**src/rtl/opb_swreg_pkg.sv**
```systemverilog
// Shared types and constants for the OPB software-register slave.
package opb_swreg_pkg;

  localparam int unsigned OPB_AWIDTH = 32;
  localparam int unsigned OPB_DWIDTH = 32;
  localparam int unsigned MAX_REGS   = 8;
  localparam int unsigned IDX_W      = 3;

  typedef enum logic [1:0] {
    StIdle,
    StAck,
    StHold
  } swreg_state_e;

  typedef enum logic [1:0] {
    RegionRw,
    RegionRo,
    RegionUnmapped
  } swreg_region_e;

  // be[k] guards bits [8k+7:8k]; be[3] is the byte on OPB_DBus[0:7].
  function automatic logic [OPB_DWIDTH-1:0] be_merge(input logic [OPB_DWIDTH-1:0] old_val,
                                                     input logic [OPB_DWIDTH-1:0] new_val,
                                                     input logic [3:0]            be);
    logic [OPB_DWIDTH-1:0] res;
    res = old_val;
    for (int k = 0; k < 4; k++) begin
      if (be[k]) res[8*k +: 8] = new_val[8*k +: 8];
    end
    return res;
  endfunction

endpackage

```
**src/rtl/opb_swreg_decode.sv**
```systemverilog
// Address window check plus word-index to register region decode.
module opb_swreg_decode
  import opb_swreg_pkg::*;
#(
  parameter logic [31:0] C_BASEADDR = 32'h0100_0000,
  parameter logic [31:0] C_HIGHADDR = 32'h0100_FFFF,
  parameter int unsigned C_NUM_RW   = 4,
  parameter int unsigned C_NUM_RO   = 4
) (
  input  logic                  select,
  input  logic [OPB_AWIDTH-1:0] abus,
  output logic                  hit,
  output swreg_region_e         region,
  output logic [IDX_W-1:0]      reg_idx
);

  logic [31:0] offset;
  logic [29:0] word_idx;
  logic [29:0] ro_idx;
  logic        unused_bits;

  assign offset   = abus - C_BASEADDR;
  assign word_idx = offset[31:2];
  assign ro_idx   = word_idx - 30'(C_NUM_RW);
  assign hit      = select && (abus >= C_BASEADDR) && (abus <= C_HIGHADDR);

  always_comb begin
    region  = RegionUnmapped;
    reg_idx = '0;
    if (word_idx < 30'(C_NUM_RW)) begin
      region  = RegionRw;
      reg_idx = word_idx[IDX_W-1:0];
    end else if (word_idx < 30'(C_NUM_RW + C_NUM_RO)) begin
      region  = RegionRo;
      reg_idx = ro_idx[IDX_W-1:0];
    end
  end

  assign unused_bits = ^{offset[1:0], ro_idx[29:IDX_W]};

endmodule

```
**src/rtl/opb_swreg_slave.sv**
```systemverilog
// OPB slave exposing read/write registers to fabric and read-only registers from fabric.
module opb_swreg_slave
  import opb_swreg_pkg::*;
#(
  parameter logic [31:0] C_BASEADDR = 32'h0100_0000,
  parameter logic [31:0] C_HIGHADDR = 32'h0100_FFFF,
  parameter int unsigned C_NUM_RW   = 4,
  parameter int unsigned C_NUM_RO   = 4
) (
  input  logic                  OPB_Clk,
  input  logic                  OPB_Rst,
  input  logic                  OPB_select,
  input  logic                  OPB_RNW,
  input  logic [0:31]           OPB_ABus,
  input  logic [0:3]            OPB_BE,
  input  logic                  OPB_seqAddr,
  input  logic [0:31]           OPB_DBus,
  output logic [0:31]           Sl_DBus,
  output logic                  Sl_xferAck,
  output logic                  Sl_errAck,
  output logic                  Sl_retry,
  output logic                  Sl_toutSup,
  output logic [C_NUM_RW*32-1:0] reg_out,
  output logic [C_NUM_RW-1:0]   reg_wr_stb,
  input  logic [C_NUM_RO*32-1:0] reg_in
);

  swreg_state_e          state_q, state_d;
  logic [OPB_AWIDTH-1:0] abus;
  logic                  hit;
  swreg_region_e         region, region_q;
  logic [IDX_W-1:0]      reg_idx, idx_q;
  logic                  rnw_q;
  logic [3:0]            be_q;
  logic [OPB_DWIDTH-1:0] wdata_q, rdata_q, rd_sel;
  logic [OPB_DWIDTH-1:0] regs_q [C_NUM_RW];
  logic                  unused_seq;

  assign abus       = OPB_ABus;
  assign unused_seq = OPB_seqAddr;
  assign Sl_retry   = 1'b0;

  opb_swreg_decode #(
    .C_BASEADDR (C_BASEADDR),
    .C_HIGHADDR (C_HIGHADDR),
    .C_NUM_RW   (C_NUM_RW),
    .C_NUM_RO   (C_NUM_RO)
  ) u_decode (
    .select  (OPB_select),
    .abus    (abus),
    .hit     (hit),
    .region  (region),
    .reg_idx (reg_idx)
  );

  always_ff @(posedge OPB_Clk or posedge OPB_Rst) begin
    if (OPB_Rst) state_q <= StIdle;
    else         state_q <= state_d;
  end

  // HOLD ignores select so a master slow to drop it is not acked twice.
  always_comb begin
    state_d = state_q;
    unique case (state_q)
      StIdle:  if (hit) state_d = StAck;
      StAck:   state_d = StHold;
      StHold:  state_d = StIdle;
      default: state_d = StIdle;
    endcase
  end

  always_comb begin
    rd_sel = '0;
    if (region == RegionRw) begin
      for (int i = 0; i < int'(C_NUM_RW); i++) begin
        if (reg_idx == IDX_W'(i)) rd_sel = regs_q[i];
      end
    end else if (region == RegionRo) begin
      for (int i = 0; i < int'(C_NUM_RO); i++) begin
        if (reg_idx == IDX_W'(i)) rd_sel = reg_in[32*i +: 32];
      end
    end
  end

  // Request fields are frozen at the IDLE->ACK edge.
  always_ff @(posedge OPB_Clk or posedge OPB_Rst) begin
    if (OPB_Rst) begin
      region_q <= RegionUnmapped;
      idx_q    <= '0;
      rnw_q    <= 1'b0;
      be_q     <= '0;
      wdata_q  <= '0;
      rdata_q  <= '0;
    end else if (state_q == StIdle && hit) begin
      region_q <= region;
      idx_q    <= reg_idx;
      rnw_q    <= OPB_RNW;
      be_q     <= OPB_BE;
      wdata_q  <= OPB_DBus;
      rdata_q  <= rd_sel;
    end
  end

  always_ff @(posedge OPB_Clk or posedge OPB_Rst) begin
    if (OPB_Rst) begin
      for (int i = 0; i < int'(C_NUM_RW); i++) regs_q[i] <= '0;
    end else if (state_q == StAck && !rnw_q && region_q == RegionRw) begin
      for (int i = 0; i < int'(C_NUM_RW); i++) begin
        if (idx_q == IDX_W'(i)) regs_q[i] <= be_merge(regs_q[i], wdata_q, be_q);
      end
    end
  end

  always_comb begin
    Sl_xferAck = 1'b0;
    Sl_errAck  = 1'b0;
    Sl_toutSup = 1'b0;
    Sl_DBus    = '0;
    reg_wr_stb = '0;
    if (state_q == StAck) begin
      Sl_xferAck = 1'b1;
      Sl_toutSup = 1'b1;
      Sl_errAck  = (region_q == RegionUnmapped);
      if (rnw_q && region_q != RegionUnmapped) Sl_DBus = rdata_q;
      if (!rnw_q && region_q == RegionRw) begin
        for (int i = 0; i < int'(C_NUM_RW); i++) begin
          if (idx_q == IDX_W'(i)) reg_wr_stb[i] = 1'b1;
        end
      end
    end
  end

  always_comb begin
    reg_out = '0;
    for (int i = 0; i < int'(C_NUM_RW); i++) reg_out[32*i +: 32] = regs_q[i];
  end

endmodule

```
**config.mk**
```make
export PLATFORM = sky130hd
export DESIGN_NAME = opb_swreg_slave
export DESIGN_NICKNAME = d
export VERILOG_FILES = /design/src/rtl/opb_swreg_pkg.sv /design/src/rtl/opb_swreg_decode.sv /design/src/rtl/opb_swreg_slave.sv
export SDC_FILE = /design/constraint.sdc
export NUM_CORES = 1
export LEC_CHECK = 0
export ABC_AREA = 1
export ABC_CLOCK_PERIOD_IN_PS = 7000
export CAP_MARGIN = 20
export CORE_MARGIN = 2
export CORE_UTILIZATION = 25
export CTS_CLUSTER_DIAMETER = 100
export DETAILED_ROUTE_END_ITERATION = 8
export GPL_TIMING_DRIVEN = 0
export HOLD_SLACK_MARGIN = 0.12
export REMOVE_ABC_BUFFERS = 1
export SYNTH_ARGS = -nofsm -noshare
export SYNTH_HDL_FRONTEND = slang
export SYNTH_SLANG_ARGS = --single-unit
```
**constraint.sdc**
```tcl
create_clock -name OPB_Clk -period 7 [get_ports OPB_Clk]
set_input_delay 1.4 -clock OPB_Clk [delete_from_list [all_inputs] [get_ports OPB_Clk]]
set_output_delay 1.4 -clock OPB_Clk [all_outputs]
set_load 0.01 [all_outputs]
```
# Word-level counts from Yosys, hierarchy flattened
# Cells that the tools add are included.
# W data, S select, Z words.
# totals
ff_bits	204
in_bits	201
# classes
n_addsub	2
magnitude_cmp	4
n_eq_ne	11
n_mux	26
reduce_logical	29
# op_table
op	n
$mux W32	12
$reduce_and A3 Y1	16
$ge A32 B25 Y1 const B	1
$le A32 B25 Y1 const B	1
$sub A32 B25 Y32 const B	1
$lt A30 B3 Y1 const B	1
$lt A30 B4 Y1 const B	1
$eq A3 B2 Y1 const B	4
$mux W4	2
$logic_and A1 B1 Y1	7
$eq A3 B1 Y1 const B	2
$logic_not A2 Y1	3
$logic_not A3 Y1	2
$mux W1	6
$mux W2	3
$mux W3	2
$eq A2 B1 Y1 const B	2
$ne A2 B2 Y1 const B	2
$pmux W2 S2	1
$sub A3 B3 Y3 const B	1
$eq A2 B2 Y1 const B	1
$logic_not A1 Y1	1

# Depth between registers and ports, before layout
# depth
word_depth	11
depth_mapped	15
mapped_depth_nobuf	14

# Cells and area by module
# From an unflattened synthesis, not the netlist that was laid out.
# hier_totals
hier_cells	1482
hier_area_um2	10722.8
# modules_own_cells
module	instances	cells_each	area_per_inst_um2	seq_area_each_um2
opb_swreg_slave	1	1438	10530.1	5106.1
opb_swreg_decode	1	44	192.7	0.0

# Least setup slack after synthesis
# Ideal clock, no wire load.
# synth_path
kind	input port to flip-flop
from	input OPB_ABus[11] (netlist bit)
to	register rdata_q[11]
setup_ns	0.113
arrival_ns	2.660
setup_slack_ns	4.227
path_stages	14
n_path_buf	2
path_cell_list	nor2_1 -> nand2_1 -> nor2_2 -> nand2_2 -> nor2_8 -> buf_8 -> buf_6 -> nand4_1 -> nand3_1 -> nand2_1 -> nand2_1 -> nand3_1 -> nand2_1 -> inv_1
# synth_between
elab_chain_len	11
# synth_rtl
element	line	rtl
start, declared	opb_swreg_slave.sv:14	input logic [0:31] OPB_ABus,
$sub A32 B25 Y32	opb_swreg_decode.sv:22	assign offset = abus - C_BASEADDR;
$lt A30 B4 Y1	opb_swreg_decode.sv:33	end else if (word_idx < 30'(C_NUM_RW + C_NUM_RO)) begin
$mux W3	opb_swreg_decode.sv:33	
$mux W3	opb_swreg_decode.sv:30	if (word_idx < 30'(C_NUM_RW)) begin
$logic_not A3 Y1	opb_swreg_slave.sv:76, opb_swreg_slave.sv:80	
$mux W32 (4 in series)	opb_swreg_slave.sv:80	if (reg_idx == IDX_W'(i)) rd_sel = reg_in[32*i +: 32];
$mux W32	opb_swreg_slave.sv:78	end else if (region == RegionRo) begin
$mux W32	opb_swreg_slave.sv:74	if (region == RegionRw) begin
end signal, assigned	opb_swreg_slave.sv:100	rdata_q <= rd_sel;
end, declared	opb_swreg_slave.sv:35	logic [OPB_DWIDTH-1:0] wdata_q, rdata_q, rd_sel;
# Parallel ways exist; a longest one is shown, timed or not.
# A chain may end at the register's enable or synchronous reset.

# Final worst setup path
# layout_path
from	register region_q[0]
to	output reg_wr_stb[3]
# layout_between
elab_chain_len	4
# layout_rtl
element	line	rtl
start, declared	opb_swreg_slave.sv:31	swreg_region_e region, region_q;
start signal, assigned	opb_swreg_slave.sv:88	region_q <= RegionUnmapped;
start signal, assigned	opb_swreg_slave.sv:95	region_q <= region;
$logic_not A2 Y1	opb_swreg_slave.sv:125	if (!rnw_q && region_q == RegionRw) begin
$logic_and A1 B1 Y1	opb_swreg_slave.sv:125	
$mux W4	opb_swreg_slave.sv:125	
$mux W4	opb_swreg_slave.sv:120	if (state_q == StAck) begin
end, declared	opb_swreg_slave.sv:24	output logic [C_NUM_RW-1:0] reg_wr_stb,
# No other way between the ends.

==> results.txt <==
----------------------------------------------------
[Status]
  Run status ... finished, final reports clean

[Route]
  Met3 wirelength from detailed routing ... 3430 um
  Routed wire length on met2 ... 22000 um
  Avg Vias per Cell ... 4.95
  Met1 wire length ... just over 20000 um
  Topmost layer with routed signal wires ... met4
  Routed WL ... 47500 um
  Number of nets with antenna violations after detailed routing ... 0
  Total iterations of the first detailed-routing run ... 5
  Drt first-iter violations ... 718
  Average wire per cell in the routed design ... between 15 and 20 um
  DRC violations left ... 0
  Total number of vias ... 12100

[Layout]
  Utilization of the core after routing ... 36.8%
  Leading cell types in the layout, fill and taps excluded ... sky130_fd_sc_hd__nand2_1 (461), sky130_fd_sc_hd__clkdlybuf4s50_1 (361), sky130_fd_sc_hd__dfrtp_1 (203)
  Final design instance area without fill ... 16300 sq um
  Share of post-route cells with drive strength above 1 ... 4.76%
  Most common library cell in the layout ignoring fill and taps ... sky130_fd_sc_hd__nand2_1
  Synthesis-to-layout area growth ... 44.9%
  Number of nets in the final layout ... 2034

[Power]
  Max IR drop VDD ... 144 uV
  Areal power density over the cells ... 172 nW/um^2
  Int Pwr ... 2.13 mW
  Net load switching power ... 0.683 mW
  Total design power ... 2.81 mW
  Clock network fraction of total power ... between 40 and 50%
  Part of the total power dissipated in combinational logic ... 9.9%
  Pleak ... 7.38 nW
  Switching power share of the total ... around a quarter
  Sequential power share ... 43.3%

[Clock network]
  Setup fix buffers added after clock tree synthesis ... 0
  Master cell of the clock root buffer ... sky130_fd_sc_hd__clkbuf_16
  Latest clock arrival within the worst-skew pair ... 0.53 ns
  Clock tree from TritonCTS ... done
  Sinks on Clock Net ... a little over 200
  Total CTS buffers ... 25
  H-tree levels ... 1
  Total of hold buffers inserted after clock tree synthesis ... 0
  Post-CTS Resized ... 0
  Maximum buffer depth of the clock tree ... 3
  Clock-pin transition on the worst setup and hold timing paths ... ~0.060 ns

[Die]
  Total Die Area ... around 47000 sq um
  Initial core utilization ... 25.4%
  IO Pins ... between 300 and 400
  Vert. Die Dim ... 216 um
  Count of standard-cell rows ... a little under 80
  Core area ... 44300 sq um
  Die boundary width ... about 220 um

[Timing]
  Total count of max-transition violations in the final report ... 0
  Achievable frequency ... 235 MHz
  Post-route worst setup slack ... about 2.7 ns
  Final worst clock skew ... 0.00654 ns
  Fin crit share ... 60.8%
  Transition time at the pin with the least slew margin ... 1.00 ns
  Relative slew margins ... around 33%
  Clock period minus worst slack ... 4.25 ns
  Setup TNS ... 0 ns
  Final number of hold-violating endpoints ... 0
  Unrepaired setup endpoints after global routing ... false
  Setup violators final ... 0

[Setup path]
  Cell chain of the critical path ... nor3_1 > nand3_1 > nor2_1 > clkdlybuf4s50_1
  Crit path capture type ... output port
  CP Max Fanout ... 5
  Crit. path cell count ... 4
  Reg2Reg Capture Point ... reg_out[101]
  Slowest cell on crit path ... sky130_fd_sc_hd__clkdlybuf4s50_1
  Reg2Reg Depth ... 5
  Critical path type ... flip-flop to output port
  Critical Path End ... reg_wr_stb[3]
  Type of origin of the critical path ... flip-flop
  R2r setup slk ... around 4.3 ns
  Peak per-stage delay on the critical path ... slightly above 0.7 ns
  Launching instance or port of the critical path ... region_q[0]
  Endpoint required time on the critical path ... 5.60 ns
  Buffers and inverters on the worst path ... 1
  Delay-heaviest family, CP ... simple AND/OR/NAND/NOR gates
  Startpoint of the worst register-to-register path ... region_q[0]
  CP arrival ... 2.85 ns

[Global routing]
  Global-route wire length before repair ... 71600 um
  Remaining global-route overflow ... 0
  Vias in the first global route ... 11900
  Maximum number of pins on one net before global-route repair ... 116
  Number of antenna violations at the first check in global routing ... 2
  Aggregate global-route resource usage ... 19.7%

[Placed design]
  Placed standard-cell area ... 15500 sq um
  Post-Place Setup Slack ... ~2.3 ns
  Detailed-placement wirelength estimate ... 31800 um
  Routability-driven placement congestion ratio ... 0.856
  Port Buf Inserts ... 364

[Job]
  Max-cap viol count ... 0

[Synth]
  Count of state elements after synthesis ... between 200 and 250
  Post-Syn Instances ... 1538
  Count of cell types in the netlist ... 35
  Post-Syn Area per Cell ... 7.32 sq um
  Share of the yosys chip area belonging to registers ... 45.3%
  Synth warnings ... 0
  Number of synthesized flops with an enable pin ... 0
  Async set or reset register ratio after synthesis ... 100%
  Synth Cell Area ... ~11000 sq um
  Predominant post-synthesis flop cell ... sky130_fd_sc_hd__dfrtp_1

[Hold path]
  Hold WC Path Type ... flip-flop to flip-flop

----------------------------------------------------
==> through the flow <==
stage / std cells / hold slack (ns)
2_1_floorplan: 1429 / 0.444
3_3_place_gp: 2385 / 0.454
3_5_place_dp: 2398 / 0.464
4_1_cts: 2441 / 0.475
5_1_grt: 2442 / 0.479
6_report: 2442 / 0.471
==> power groups by stage <==
stage | clock [mW] | sequential, mW | combinational (mW)
after floorplan | 0 | 1.24 | 0.0917
after global placement | 0 | 1.24 | 0.268
after detailed placement | 0 | 1.24 | 0.281
after CTS | 1.35 | 1.22 | 0.282
after global routing | 1.40 | 1.22 | 0.307
final | 1.31 | 1.22 | 0.279
==> final cells by class <==
class                      count  area [sq um]
tap                          592           741
fill                        4658         28000
clock buffer                  37           771
sequential                   204          5110
antenna                        1          2.50
inverter                     214           817
multi-input combinational   1011          4870
timing repair buffer         377          3950
clock inverter                 6          65.1
==> worst min path at each step <==
| stage | start | to | slack (ns) | depth (start not counted) |
|---|---|---|---|---|
| finish | state_q[1] | state_q[1] | 0.47 | 1 |
| detailed placement | state_q[1] | state_q[1] | 0.46 | 1 |
| global route | state_q[1] | state_q[1] | 0.48 | 1 |
| floorplan | state_q[1] | state_q[1] | 0.44 | 1 |
| global placement | state_q[1] | state_q[1] | 0.45 | 1 |
| CTS | state_q[1] | state_q[1] | 0.48 | 1 |
==> cells in the mapped netlist, drive strengths merged (2+ instances only) <==
cell | n | area [sq um]
clkbuf | 71 | 267
buf | 38 | 248
nand4 | 155 | 970
o21ai | 198 | 995
clkinv | 2 | 7.51
a21oi | 3 | 15.0
o311ai | 30 | 263
inv | 212 | 796
nor2 | 40 | 189
dfrtp | 203 | 5080
nor3 | 40 | 210
nor4 | 3 | 33.8
nand3 | 70 | 355
o211ai | 4 | 30.0
nand2 | 464 | 1750
==> layer usage <==
| layer | global-route usage, % | vias up |
|---|---|---|
| met2 | 32.6 | 486 |
| met1 | 25.4 | 5838 |
| li1 | - | 5669 |
| met5 | 0 | - |
| met3 | 3.75 | 89 |
| met4 | 7.24 | 0 |
==> state kept, by name, indices dropped and copies added, names as in the netlist <==
signal / cells
rnw_q: 1
wdata_q: 32
rdata_q: 32
reg_out: 128
be_q: 4
idx_q: 3
state_q: 2
region_q: 2
==> cell families after synthesis <==
| logic type | share of synthesized area (%) |
|---|---|
| AND/OR/NAND/NOR | 31.2 |
| buffers and inverters | 11.7 |
| AO/OA/AOI/OAI | 11.7 |
| flip-flops | 45.3 |
| other | 0.0333 |
==> worst reg2reg max path, cell delays in order, from the launching register on <==
cell	delay, ns
sky130_fd_sc_hd__dfrtp_1	0.43
sky130_fd_sc_hd__nor3_1	0.37
sky130_fd_sc_hd__nand3_1	0.17
sky130_fd_sc_hd__nor2_1	0.63
sky130_fd_sc_hd__nand2_1	0.65
sky130_fd_sc_hd__o21ai_0	0.36
Power figures use the tool's default switching activity.
